**src/rtl/led_pwm_pkg.sv**
```systemverilog
// Shared constants and FSM state types for the AXI4-Lite LED PWM controller.
package led_pwm_pkg;

  // Word index taken from address bits [4:2].
  localparam logic [2:0] REG_CTRL   = 3'd0;
  localparam logic [2:0] REG_MASK   = 3'd1;
  localparam logic [2:0] REG_DUTY   = 3'd2;
  localparam logic [2:0] REG_DIV    = 3'd3;
  localparam logic [2:0] REG_STATUS = 3'd4;

  localparam logic [1:0] RESP_OKAY   = 2'b00;
  localparam logic [1:0] RESP_SLVERR = 2'b10;

  localparam logic [7:0] PWM_PERIOD_M1 = 8'd254;

  typedef enum logic {W_IDLE, W_RESP} wr_state_t;
  typedef enum logic {R_IDLE, R_DATA} rd_state_t;

endpackage

```
**src/rtl/led_pwm_gen.sv**
```systemverilog
// PWM counter, blink prescaler and blink phase; pure modulation, no bus logic.
module led_pwm_gen
  import led_pwm_pkg::*;
(
  input  logic        clk,
  input  logic        rst_n,
  input  logic        enable,
  input  logic        blink_en,
  input  logic [7:0]  duty,
  input  logic [31:0] blink_div,
  input  logic        div_wr,
  output logic        pwm_on,
  output logic        blink_phase
);

  logic [7:0]  r_pwm_cnt;
  logic [31:0] r_presc;
  logic        r_phase;

  // NOTE: sequential state uses <= so every flop samples pre-edge values regardless of statement order.
  always_ff @(posedge clk or negedge rst_n) begin
    if (!rst_n) begin
      r_pwm_cnt <= '0;
    end else if (!enable) begin
      r_pwm_cnt <= '0;
    end else if (r_pwm_cnt == PWM_PERIOD_M1) begin
      r_pwm_cnt <= '0;
    end else begin
      r_pwm_cnt <= r_pwm_cnt + 8'd1;
    end
  end

  // Prescaler is parked while blinking is off so a new blink always starts with a full lit half-period.
  always_ff @(posedge clk or negedge rst_n) begin
    if (!rst_n) begin
      r_presc <= '0;
      r_phase <= 1'b1;
    end else if (!blink_en) begin
      r_presc <= '0;
      r_phase <= 1'b1;
    end else if (div_wr) begin
      r_presc <= '0;
    end else if (r_presc == blink_div) begin
      r_presc <= '0;
      r_phase <= ~r_phase;
    end else begin
      r_presc <= r_presc + 32'd1;
    end
  end

  assign pwm_on      = (r_pwm_cnt < duty);
  assign blink_phase = r_phase;

endmodule

```
**src/rtl/axi_led_pwm_ctrl.sv**
```systemverilog
// AXI4-Lite slave with CTRL/LED_MASK/DUTY/BLINK_DIV/STATUS registers driving a registered LED bus.
module axi_led_pwm_ctrl
  import led_pwm_pkg::*;
#(
  parameter int          C_S_AXI_ADDR_WIDTH = 12,
  parameter int          C_S_AXI_DATA_WIDTH = 32,
  parameter int          LED_WIDTH          = 8,
  parameter logic [15:0] VERSION            = 16'h0100
) (
  input  logic                            aclk,
  input  logic                            aresetn,
  input  logic [C_S_AXI_ADDR_WIDTH-1:0]   s_axi_awaddr,
  input  logic                            s_axi_awvalid,
  output logic                            s_axi_awready,
  input  logic [C_S_AXI_DATA_WIDTH-1:0]   s_axi_wdata,
  input  logic [C_S_AXI_DATA_WIDTH/8-1:0] s_axi_wstrb,
  input  logic                            s_axi_wvalid,
  output logic                            s_axi_wready,
  output logic [1:0]                      s_axi_bresp,
  output logic                            s_axi_bvalid,
  input  logic                            s_axi_bready,
  input  logic [C_S_AXI_ADDR_WIDTH-1:0]   s_axi_araddr,
  input  logic                            s_axi_arvalid,
  output logic                            s_axi_arready,
  output logic [C_S_AXI_DATA_WIDTH-1:0]   s_axi_rdata,
  output logic [1:0]                      s_axi_rresp,
  output logic                            s_axi_rvalid,
  input  logic                            s_axi_rready,
  output logic [LED_WIDTH-1:0]            led_o
);

  wr_state_t r_wr_state, w_wr_next;
  rd_state_t r_rd_state, w_rd_next;
  logic r_awready, r_bvalid, r_arready, r_rvalid;
  logic [1:0] r_bresp, r_rresp;
  logic [31:0] r_rdata, w_rd_data;
  logic [1:0] r_ctrl;
  logic [LED_WIDTH-1:0] r_mask, r_led;
  logic [7:0] r_duty;
  logic [31:0] r_div;
  logic w_pwm_on, w_blink_phase, w_div_wr;

  // Byte-lane bits carry no meaning for a word-only register map.
  logic w_unused_addr_bits;
  assign w_unused_addr_bits = ^{s_axi_awaddr[1:0], s_axi_araddr[1:0]};

  logic [2:0] w_aw_idx, w_ar_idx;
  logic       w_aw_ok, w_ar_ok, w_wr_fire, w_rd_fire;
  assign w_aw_idx  = s_axi_awaddr[4:2];
  assign w_ar_idx  = s_axi_araddr[4:2];
  assign w_aw_ok   = (s_axi_awaddr[C_S_AXI_ADDR_WIDTH-1:5] == '0) && (w_aw_idx <= REG_STATUS);
  assign w_ar_ok   = (s_axi_araddr[C_S_AXI_ADDR_WIDTH-1:5] == '0) && (w_ar_idx <= REG_STATUS);
  assign w_wr_fire = r_awready & s_axi_awvalid & s_axi_wvalid;
  assign w_rd_fire = r_arready & s_axi_arvalid;
  assign w_div_wr  = w_wr_fire && w_aw_ok && (w_aw_idx == REG_DIV);

  // NOTE: every always_comb output gets a default first so no path leaves it unassigned (no latch).
  always_comb begin
    w_wr_next = r_wr_state;
    unique case (r_wr_state)
      W_IDLE: if (w_wr_fire)    w_wr_next = W_RESP;
      W_RESP: if (s_axi_bready) w_wr_next = W_IDLE;
    endcase
  end

  always_comb begin
    w_rd_next = r_rd_state;
    unique case (r_rd_state)
      R_IDLE: if (w_rd_fire)    w_rd_next = R_DATA;
      R_DATA: if (s_axi_rready) w_rd_next = R_IDLE;
    endcase
  end

  // Ready is raised the cycle after both valids are seen, so it never depends combinationally on them.
  always_ff @(posedge aclk or negedge aresetn) begin
    if (!aresetn) begin
      r_wr_state <= W_IDLE;
      r_awready  <= 1'b0;
      r_bvalid   <= 1'b0;
      r_bresp    <= RESP_OKAY;
    end else begin
      r_wr_state <= w_wr_next;
      r_awready  <= (r_wr_state == W_IDLE) && !r_awready && s_axi_awvalid && s_axi_wvalid;
      if (w_wr_fire) begin
        r_bvalid <= 1'b1;
        r_bresp  <= w_aw_ok ? RESP_OKAY : RESP_SLVERR;
      end else if (s_axi_bready) begin
        r_bvalid <= 1'b0;
      end
    end
  end

  always_ff @(posedge aclk or negedge aresetn) begin
    if (!aresetn) begin
      r_ctrl <= '0;
      r_mask <= '0;
      r_duty <= 8'hFF;
      r_div  <= '0;
    end else if (w_wr_fire && w_aw_ok) begin
      unique case (w_aw_idx)
        REG_CTRL: if (s_axi_wstrb[0]) r_ctrl <= s_axi_wdata[1:0];
        REG_MASK: if (s_axi_wstrb[0]) r_mask <= s_axi_wdata[LED_WIDTH-1:0];
        REG_DUTY: if (s_axi_wstrb[0]) r_duty <= s_axi_wdata[7:0];
        REG_DIV: begin
          for (int b = 0; b < 4; b++) begin
            if (s_axi_wstrb[b]) r_div[8*b +: 8] <= s_axi_wdata[8*b +: 8];
          end
        end
        default: ;
      endcase
    end
  end

  always_comb begin
    w_rd_data = '0;
    if (w_ar_ok) begin
      unique case (w_ar_idx)
        REG_CTRL: w_rd_data[1:0]           = r_ctrl;
        REG_MASK: w_rd_data[LED_WIDTH-1:0] = r_mask;
        REG_DUTY: w_rd_data[7:0]           = r_duty;
        REG_DIV:  w_rd_data                = r_div;
        REG_STATUS: begin
          w_rd_data[LED_WIDTH-1:0] = r_led;
          w_rd_data[8]             = w_blink_phase;
          w_rd_data[31:16]         = VERSION;
        end
        default: ;
      endcase
    end
  end

  always_ff @(posedge aclk or negedge aresetn) begin
    if (!aresetn) begin
      r_rd_state <= R_IDLE;
      r_arready  <= 1'b0;
      r_rvalid   <= 1'b0;
      r_rresp    <= RESP_OKAY;
      r_rdata    <= '0;
    end else begin
      r_rd_state <= w_rd_next;
      r_arready  <= (r_rd_state == R_IDLE) && !r_arready && s_axi_arvalid;
      if (w_rd_fire) begin
        r_rvalid <= 1'b1;
        r_rdata  <= w_rd_data;
        r_rresp  <= w_ar_ok ? RESP_OKAY : RESP_SLVERR;
      end else if (s_axi_rready) begin
        r_rvalid <= 1'b0;
      end
    end
  end

  led_pwm_gen u_gen (
    .clk         (aclk),
    .rst_n       (aresetn),
    .enable      (r_ctrl[0]),
    .blink_en    (r_ctrl[1]),
    .duty        (r_duty),
    .blink_div   (r_div),
    .div_wr      (w_div_wr),
    .pwm_on      (w_pwm_on),
    .blink_phase (w_blink_phase)
  );

  always_ff @(posedge aclk or negedge aresetn) begin
    if (!aresetn) begin
      r_led <= '0;
    end else begin
      r_led <= r_ctrl[0] ? (r_mask & {LED_WIDTH{w_pwm_on & (r_ctrl[1] ? w_blink_phase : 1'b1)}}) : '0;
    end
  end

  assign s_axi_awready = r_awready;
  assign s_axi_wready  = r_awready;
  assign s_axi_bvalid  = r_bvalid;
  assign s_axi_bresp   = r_bresp;
  assign s_axi_arready = r_arready;
  assign s_axi_rvalid  = r_rvalid;
  assign s_axi_rdata   = r_rdata;
  assign s_axi_rresp   = r_rresp;
  assign led_o         = r_led;

endmodule
```
**config.mk**
```make
export PLATFORM = sky130hd
export DESIGN_NAME = axi_led_pwm_ctrl
export DESIGN_NICKNAME = d
export VERILOG_FILES = /design/src/rtl/led_pwm_pkg.sv /design/src/rtl/led_pwm_gen.sv /design/src/rtl/axi_led_pwm_ctrl.sv
export SDC_FILE = /design/constraint.sdc
export NUM_CORES = 1
export LEC_CHECK = 0
export CORE_MARGIN = 5
export CORE_UTILIZATION = 48
export CTS_CLUSTER_SIZE = 14
export DETAILED_ROUTE_END_ITERATION = 7
export GPL_TIMING_DRIVEN = 0
export PLACE_DENSITY = 0.77
export SLEW_MARGIN = 30
export SYNTH_ARGS = -nofsm -noshare
export SYNTH_HDL_FRONTEND = slang
export SYNTH_HIERARCHICAL = 1
export SYNTH_SLANG_ARGS = --single-unit
```
**constraint.sdc**
```tcl
create_clock -name aclk -period 2.1 [get_ports aclk]
set_clock_uncertainty 0.05 [all_clocks]
set_input_delay 0.42 -clock aclk [delete_from_list [all_inputs] [get_ports aclk]]
set_output_delay 0.42 -clock aclk [all_outputs]
set_load 0.01 [all_outputs]
```
==> results of run 1 <==
-- stage by stage --
| stage | setup WS (ns) | std cells | utilization [%] |
|---|---|---|---|
| final | -0.120 | 865 | 64.9 |
| after global routing | -0.188 | 865 | 64.9 |
| after CTS | -0.157 | 863 | 64.4 |
| after detailed placement | -0.978 | 825 | 59.0 |
| after global placement | -4.81 | 824 | 58.8 |
| after floorplan | -0.206 | 540 | - |
-- per-layer routing --
layer	wire (um)	track usage, %
met2	7800	33.1
met4	227	7.33
met5	0	0
met3	891	5.59
met1	7140	27.3
-- kinds of logic (layout without fill, tap and decap cells) --
group                      after synthesis  count (layout)  share of synthesized area [%]
xor gates and xnor gates                67              67                           9.14
adders and majority gates               10              10                           1.95
AOI/OAI and AO/OA                       69              69                           8.03
DFF                                    139             139                           54.3
buffers and inverters                   35             184                           2.32
muxes                                   61              61                           10.5
other                                    1               2                         0.0584
and+or+nand+nor                        157             157                           13.7
-- placed cells by master, fill, tap and decap left out, drive strengths merged, types with 4 or more instances in the layout --
cell and n:
a21oi 5, a22o 29, a22oi 8, and2 13
and3 9, buf 21, clkbuf 34, clkdlybuf4s50 100
clkinv 4, dfrtp 130, dfstp 9, ha 10
inv 16, mux2 52, mux2i 9, nand2 22
nand3 14, nand4 12, nor2 48, nor3 9
nor4 10, o21ai 11, o22ai 8, or3 6
xnor2 14, xor2 53
-- sequential cells by signal, summed over array words and instances (netlist names) --
register / cells
r_duty: 8
s_axi_bvalid: 1
s_axi_bresp: 1
r_wr_state: 1
s_axi_arready: 1
s_axi_rdata: 32
r_rd_state: 1
u_gen/r_pwm_cnt: 8
r_mask: 8
u_gen/blink_phase: 1
r_ctrl: 2
s_axi_rvalid: 1
s_axi_awready: 1
s_axi_rresp: 1
led_o: 8
u_gen/r_presc: 32
r_div: 32
-- power by group --
part	internal, mW	leakage, nW	total [mW]	switching [mW]
Sequential	2.70	1.90	2.71	0.0144
Combinational	0.162	1.82	0.313	0.152
Clock	1.76	0.267	2.82	1.06
-- timing repair --
action,4_1_cts,5_1_grt
pin swaps,9,10
endpoints found under the hold margin,57,0
resized for setup,40,11
setup buffers,6,3
hold buffers,1,0
setup endpoints to repair,111,70
-- final timing paths --
path                                           end  slack (ns)  cells past startpoint
max                             led_o[4]$_DFF_PN0_       -0.12                     10
min                        s_axi_awready$_DFF_PN0_        0.40                      1
max reg2reg                     led_o[4]$_DFF_PN0_       -0.12                     10
min reg2reg                s_axi_awready$_DFF_PN0_        0.40                      1
max in group asynchronous    r_duty[3]$_DFFE_PN1P_        0.78                      3
min in group asynchronous    r_div[21]$_DFFE_PN0P_        0.46                      2
-- cell type report --
cell class / instances / area (um^2)
inverters: 16 / 60.1
well taps: 176 / 220
repair buffers: 119 / 1210
multi-input cells: 366 / 2930
clock buffers: 23 / 458
clock inverters: 8 / 95.1
flip-flops and latches: 139 / 3490
fillers: 948 / 4630
plain buffers: 18 / 101
==> results.md, run 1 <==
- Status: finished with violations
- Violated checks: negative setup slack
- Clk sinks: 139
- Critical Path Start: r_duty[1]$_DFFE_PN1P_
- Iteration-0 DRC Markers: 359
- Detail Route Antenna Nets: 0
- Synth top area cells: dfrtp_1 51%, mux2_2 8.6%, xor2_1 7.2%
- Share of layout cells above drive strength 1: between 20% and 30%
- Crit path DAT: 2.53 ns
- Path type of the worst min-delay path: flip-flop to flip-flop
- Cell Area, Synth: 6420 um^2
- Vias in the first global route: 4934
- Critical Path Max Stage Delay: 0.56 ns
- CTS tree: done
- Routed wire length: 16100 um
- Starting density of the core: 48.7%
- Most frequent cell after synthesis: dfrtp_1
- Crit path buf inv count: 1
- Drt via density: 5.53
- Unique masters post-synth: 47
- Synth area leader: dfrtp_1
- Global-route wire length before repair: 25800 um
- R2R Path Start: r_duty[1]$_DFFE_PN1P_
- Ys async rst share: 100%
- Max Slew Vio Count: 0
- Number of setup violations in the final report: 12
- Sequential element share of the synthesized area: 54.3%
- Max Cap Violations: 0
- Antenna violations before repair: 0
- GRT Overall Usage: 20.7%
- CTS root buffer: clkbuf_16
- Post-route DRC violation count: 0
- CP delay by family, top: compound AO/OA/AOI/OAI gates
- # diodes: 0
- CORE AREA: ~13000 um^2
- Crit-path slowest cell: dfstp_2
- Critical hold path startpoint: r_wr_state$_DFF_PN0_
- Leakage: 3.99 nW
- Inserted Clock Buffers: 17
- H-tree depth: 4
- PwrDens: 683 nW/um^2
- WP data required: about 2.4 ns
- Max IR drop VDD: 0.571 mV
- Final Wtd Congestion: between 0.8 and 0.9
- Final WS setup: -0.120 ns
- Die Width: between 100 and 150 um
- Die Y: 126 um
- Fin crit period: 2.22 ns
- DP Area: between 7000 and 8000 um^2
- Syn_area_per_cell: approximately 12 um^2
- Area grow syn2layout: 33.3%
- CTS clk-pin slew, worst paths: 0.05 ns
- Post-Synthesis Cells: approximately 540
- Max Freq: 450 MHz
- Crit path cell chain: inv_2 -> ha_4 -> a21boi_2 -> o21a_1 -> o21ai_1 -> a21oi_1 -> o41ai_2 -> nand2_1 -> a21oi_4 -> and2_4
- Post-synth EDFFs: 0
- Clk buf depth: 2
- WL per Instance: ~19 um
- Port bufs: 108
- Worst Setup Path Type: flip-flop to flip-flop
- Hold Violations, Final: 0
- Layout Cell Area excl Fill: 8560 um^2
- Most used DFF post-synth: dfrtp_1
- Most common library cells after synthesis: 130 x dfrtp_1, 53 x xor2_1, 49 x mux2_2
- Fin crit share: 106%
- Yosys warns: 6
- Post-detail-place hpwl: 11600 um
- Num ports: 116
- Synth top area share: between 50 and 60%
- Die area: 15800 um^2
- Total gr overflow: 0
- 1st-pass router iterations: 6
- RSZ-0062 raised after global routing: yes
- CP Max Fanout: 8
- Critical Path End Type: flip-flop
- Clock latency on the worst-skew pair: 0.42 ns
- Std cell rows: 42
- Largest net degree at the start of global routing: 83
- TNS Setup: -0.851 ns
- Worst hold slack: around 0.40 ns
- Via count: 4787
- Power Total: 5.85 mW
- Final Net Count: 754
- Register bit total from synthesis: 139
- Worst setup SP type: flip-flop
Note: power is estimated with default switching activity, not from simulation.
==> run 2: changes to the inputs <==
Settings changed: CTS_CLUSTER_DIAMETER set to 30, GPL_ROUTABILITY_DRIVEN set to 0.
==> results of run 2 <==
Same layout as run 1: the final DEF is identical, and so are final timing and power.
==> RTL change 1: new RTL, flow settings as in run 1 <==
The parameter `C_S_AXI_ADDR_WIDTH` goes from 12 to 11.
--- a/src/rtl/axi_led_pwm_ctrl.sv
+++ b/src/rtl/axi_led_pwm_ctrl.sv
@@ -2,7 +2,7 @@
 module axi_led_pwm_ctrl
   import led_pwm_pkg::*;
 #(
-  parameter int          C_S_AXI_ADDR_WIDTH = 12,
+  parameter int          C_S_AXI_ADDR_WIDTH = 11,
   parameter int          C_S_AXI_DATA_WIDTH = 32,
   parameter int          LED_WIDTH          = 8,
   parameter logic [15:0] VERSION            = 16'h0100
Interface: changed (resized s_axi_araddr and s_axi_awaddr); port bits go from 116 to 114. The function was not compared with the original's and may differ.
==> RTL change 1 against run 1 <==
  * The run still ends with negative setup slack left
  * Area after synthesis is 2.2% higher
  * Total power is 4.0% higher
  * Final cell count is 0.81% higher
  * Worst setup slack worse by 130 ps
  * Sequential cell count unchanged
  * Count of clock-buffer cells in the layout grew 2
  * Sequential power is essentially flat
  * Global-route usage shrank 0.52 points
  * Final area grew 1.4%
  * Worst hold slack improved by 7.0 ps
  * Routed wire length is 2.1% lower
==> RTL change 1: results (changes against run 1) <==
----------------------------------------------------
[Status]
  Run status ... complete, but fails checks (unchanged)
  Violations in the final reports ... negative setup slack (unchanged)

[Global routing]
  Vias in the first global route ... 5069 (was 4934)
  Wire length of the first global-routing pass ... 25800 um (about the same)
  Pin count of the biggest net entering global routing ... 89 (was 83)
  Total global-route track usage ... 20.2% (was 20.7%)

[Placement]
  Detailed placement HPWL ... 11400 um (was 11600 um)
  Final weighted congestion in routability-driven placement ... 0.915 (was 0.836)
  Setup Slack @ Placement ... -997 ps (was -978 ps)
  Cell area reported after detailed placement ... 7900 um2 (was 7790 um2)
  Count of buffers inserted at the top-level ports ... 106 (was 108)

[Synth]
  Portion of the post-synthesis area used by sequential elements ... 53.2% (was 54.3%)
  Unique cell type count in the Yosys netlist ... 54 (was 47)
  Top post-synthesis cells by area ... dfrtp_1, mux2_2, xor2_1, a22o_1, dfstp_2 (unchanged)
  Most frequent cells after synthesis ... dfrtp_1, xor2_1, mux2_2 (unchanged)

[Routing]
  Iteration-0 DRC Markers ... 286 (was 359)
  Vias per Instance ... 5.46 (was 5.53)
  Pre-antenna DRT Iters ... 5 (was 6)

[Final layout]
  Ratio of cells with drive above 1 in the final layout ... 20.0% (was 20.3%)
  Fillcell total ... 1015 (was 948)

[Critical path]
  Capture point of the worst reg-to-reg path ... led_o[7] (was led_o[4])
  Worst endpoint data arrival time ... 2650 ps (was 2530 ps)

[Pwr]
  Maximum ir drop on the vdd rail ... 0.000545 V (was 0.000571 V)
  Cell-internal power ... 0.00484 W (was 0.00462 W)
  Static Leakage ... 4.13 nW (was 3.99 nW)

[Timing]
  Count of final setup violators ... 8 (was 12)
  Worst Setup Slack, final ... -248 ps (was -120 ps)

----------------------------------------------------
[RTL change 1: cell types whose count changed in the layout (fill, tap and decap cells not counted), moves of 4 or more]
cell,run 1,this run
a31oi_1,0,4
nand4_4,0,6
mux2_2,40,50
a22oi_1,8,4
nand2_1,19,15
mux2_4,10,1
nor2b_1,3,9
[RTL change 1: kinds of logic after synthesis]
family                     after synthesis  synth area share (%)
and+or+nand+nor                        163                  15.6
DFF                                    139                  53.2
AOI/OAI and AO/OA                       71                  7.89
xor gates and xnor gates                66                  8.81
muxes                                   61                  10.3
buffers and inverters                   35                  2.27
adders and majority gates               10                  1.91
other                                    1                0.0571
[RTL change 1: area by class of cell]
class,instances,share of cell area (%)
Inverter,15,0.649
Multi-Input combinational cell,373,34.6
Timing Repair Buffer,119,13.8
Clock buffer,25,5.71
Clock inverter,7,1.30
Buffer,18,1.23
Sequential cell,139,40.2
Tap cell,176,2.54
[RTL change 1: timing repair]
item / 4_1_cts / 5_1_grt
resized for setup: 14 / 7
hold buffers: 1 / 0
endpoints found under the setup margin: 121 / 61
endpoints found under the hold margin: 51 / 0
pin swaps: 4 / 4
setup buffers: 7 / 4
[RTL change 1: worst min-delay path by stage]
stage,startpoint,to,cells after the start
6_report,r_rd_state,s_axi_arready,1
5_1_grt,r_wr_state,s_axi_awready,1
4_1_cts,r_rd_state,s_axi_arready,1
3_5_place_dp,aresetn,s_axi_rdata[20],1
3_3_place_gp,r_rd_state,s_axi_arready,1
2_1_floorplan,aresetn,led_o[0],0
[RTL change 1: power groups by stage]
| stage | Sequential (W) | Combinational (W) | Clock (W) |
|---|---|---|---|
| after global placement | 0.00276 | 0.000311 | 0 |
| after floorplan | 0.00276 | 0.0000831 | 0 |
| after global routing | 0.00271 | 0.000357 | 0.00324 |
| after CTS | 0.00271 | 0.000333 | 0.00311 |
| final | 0.00271 | 0.000329 | 0.00304 |
| after detailed placement | 0.00276 | 0.000325 | 0 |
[RTL change 1: layer usage]
layer	part of all wire, %	vias up	track usage (%)
met5	0	-	0
li1	-	2209	-
met2	49	148	32.9
met4	1.9	0	6.62
met3	6.0	31	5.46
met1	43	2371	26.2
[RTL change 1: worst max-delay path, stage by stage, from the launching register on]
cell and delay, ps:
dfstp_2 560, inv_2 50, ha_4 220, a21boi_2 140, o21a_1 160, o21ai_1 110, a21oi_1 90, o41ai_2 230
nand2_1 180, a21oi_4 290, and2_4 200
[RTL change 1: per-stage QoR]
stage          total power, W  TNS (ps)  std cells  util [%]  hold slack, ps
6_report              0.00608     -1830        872      65.0             410
5_1_grt               0.00631     -2020        872      65.0             435
4_1_cts               0.00615     -1320        869      64.7             414
3_5_place_dp          0.00308    -93740        830      59.2             310
3_3_place_gp          0.00307   -729030        829      59.0             390
2_1_floorplan         0.00284    -12290        547         -            74.4
==> RTL change 2: new RTL, flow settings as in run 1 <==
Made on the original files. Register the output `led_o` once more, without a reset; this adds one clock of latency there. The other outputs are not delayed to match.
--- a/src/rtl/axi_led_pwm_ctrl.sv
+++ b/src/rtl/axi_led_pwm_ctrl.sv
@@ -177,6 +177,8 @@
   assign s_axi_rvalid  = r_rvalid;
   assign s_axi_rdata   = r_rdata;
   assign s_axi_rresp   = r_rresp;
-  assign led_o         = r_led;
+  always_ff @(posedge aclk) begin
+    led_o <= r_led;
+  end
 
 endmodule
Check against the original RTL: not equivalent (Yosys sat finds a counterexample within 10 cycles, from zero or initial values and one cycle with aresetn low).
==> RTL change 2 against run 1 <==
  * The run still ends with negative setup slack left
  * Sequential cell count is 8 higher
  * Core utilization is 1.1 points higher
  * Critical path depth stayed put
  * Non-clock buffer count stayed put
  * Routed wire length is 1.0% higher
  * Area after synthesis is 2.6% higher
  * Sequential share of layout area is 0.69 points higher
  * Worst setup slack worse by 13 ps
  * Fmax is 0.58% lower
  * Total power is 6.4% higher
  * Final area is 2.9% higher
  * Highest routed layer unchanged
==> RTL change 2: results (changes against run 1) <==
----------------------------------------------------
[Status]
  Run status ... complete, but fails checks (unchanged)
  Violations in the final reports ... negative setup slack (unchanged)

[Global routing]
  Vias in the first global route ... 5022 (was 4934)
  Wire length of the first global-routing pass ... 26000 um (was 25800 um)
  Total global-route track usage ... 20.4% (was 20.7%)
  Pin count of the biggest net entering global routing ... 76 (was 83)

[Synth]
  Most frequent cells after synthesis ... dfrtp_1, xor2_1, mux2_2, nor2_1, a22o_1 (was dfrtp_1, xor2_1, mux2_2)
  XOR/XNOR Fraction of Synth Area ... 8.91% (was 9.14%)
  Synth async-reset ratio ... 94.6% (was 100%)
  Mux share of post-synthesis cell area ... 10.2% (was 10.5%)
  Top post-synthesis cells by area ... dfrtp_1, mux2_2, xor2_1, a22o_1, dfstp_2 (unchanged)
  Portion of the post-synthesis area used by sequential elements ... 55.4% (was 54.3%)
  Unique cell type count in the Yosys netlist ... 49 (was 47)
  Post-synthesis average cell area ... 12.1 um2 (was 11.9 um2)

[Routing]
  Iteration-0 DRC Markers ... 310 (was 359)
  Pre-antenna DRT Iters ... 5 (was 6)
  Vias per Instance ... 5.48 (was 5.53)

[Final layout]
  Ratio of cells with drive above 1 in the final layout ... 21.3% (was 20.3%)
  Fin cells ... 875 (was 865)
  Inserted Diodes ... 0 (unchanged)

[Placement]
  Count of buffers inserted at the top-level ports ... 109 (was 108)
  # placed instances ... 834 (was 825)
  Final weighted congestion in routability-driven placement ... 0.872 (was 0.836)
  Cell area reported after detailed placement ... 7970 um2 (was 7790 um2)
  Setup Slack @ Placement ... -800 ps (was -978 ps)
  Detailed placement HPWL ... 11600 um (about the same)

[Timing]
  Count of final setup violators ... 8 (was 12)
  Worst Setup Slack, final ... -133 ps (was -120 ps)

[Pwr]
  Static Leakage ... 4.14 nW (was 3.99 nW)

[Min path]
  Tightest Hold Check Type ... input pin to flip-flop (was flip-flop to flip-flop)

----------------------------------------------------
==> RTL change 2: cell count changes after synthesis, sizes merged <==
cell,delta
a2bb2oi,+1
nand2b,+1
nand2,-1
a22o,+1
inv,-1
buf,+1
mux2i,+1
a32oi,-1
clkbuf,-3
mux2,-1
nor2b,+2
o21ai,-1
dfxtp,+8
==> RTL change 2: worst paths after layout <==
| path | startpoint | end | depth (start not counted) |
|---|---|---|---|
| worst max-delay path | r_duty[1] | r_led[1] | 10 |
| worst min-delay path | s_axi_awvalid | s_axi_awready | 3 |
| worst max register to register | r_duty[1] | r_led[1] | 10 |
| worst min register to register | r_led[4] | led_o[4] | 0 |
| max in group asynchronous | aresetn | u_gen/blink_phase | 3 |
| min in group asynchronous | aresetn | r_div[21] | 2 |
==> RTL change 2: metal layers <==
metal	wire length [um]	vias to the layer above	part of all wire (%)	GRT usage (%)
li1	-	2222	-	-
met1	7050	2375	43	26.9
met2	7780	174	48	33.4
met3	1090	24	6.7	5.30
met4	290	0	1.8	5.99
met5	0	-	0	0
==> RTL change 2: area by class of cell <==
class	count	area, um2
multi-input combinational	368	2960
timing repair buffer	121	1230
clock inverter	15	166
fill	1003	4540
inverter	15	56.3
tap	176	220
buffer	16	100
clock buffer	17	425
sequential	147	3650
==> RTL change 2: per-stage QoR <==
step / util [%] / power, W / TNS [ps]
4_1_cts: 65.3 / 0.00623 / -1930
3_5_place_dp: 59.7 / 0.00323 / -73360
5_1_grt: 66.0 / 0.00639 / -1480
3_3_place_gp: 59.4 / 0.00321 / -726590
2_1_floorplan: - / 0.00298 / -6450
6_report: 66.0 / 0.00622 / -956
==> RTL change 2: timing repair <==
item	in CTS	in global routing
hold buffers	1	0
endpoints found under the hold margin	56	0
gates resized for setup	37	24
cloned	0	1
setup buffers	6	2
pin swaps	17	17
setup endpoints to repair	111	99
==> RTL change 2: kinds of logic after synthesis <==
family                   Yosys count
XOR/XNOR                          67
multiplexers                      61
adder cells (fa/ha/maj)           10
flip-flops                       147
other                              1
AND/OR/NAND/NOR                  159
buffers and inverters             32
AO/OA/AOI/OAI                     69
==> RTL change 2: worst max-delay path, stage by stage (launching register included) <==
cell      delay [ps]
dfstp_2          550
inv_2             50
ha_4             200
a21boi_4         140
o21a_1           180
o21ai_2          120
a21oi_2           70
o41ai_2          250
nand2_1          180
a21oi_4          220
and2_4           170
==> RTL change 2: report_power, final <==
part	total, W	internal (W)	switching, W
Sequential	0.00286	0.00285	0.0000142
Combinational	0.000317	0.000162	0.000155
Clock	0.00304	0.00185	0.00118
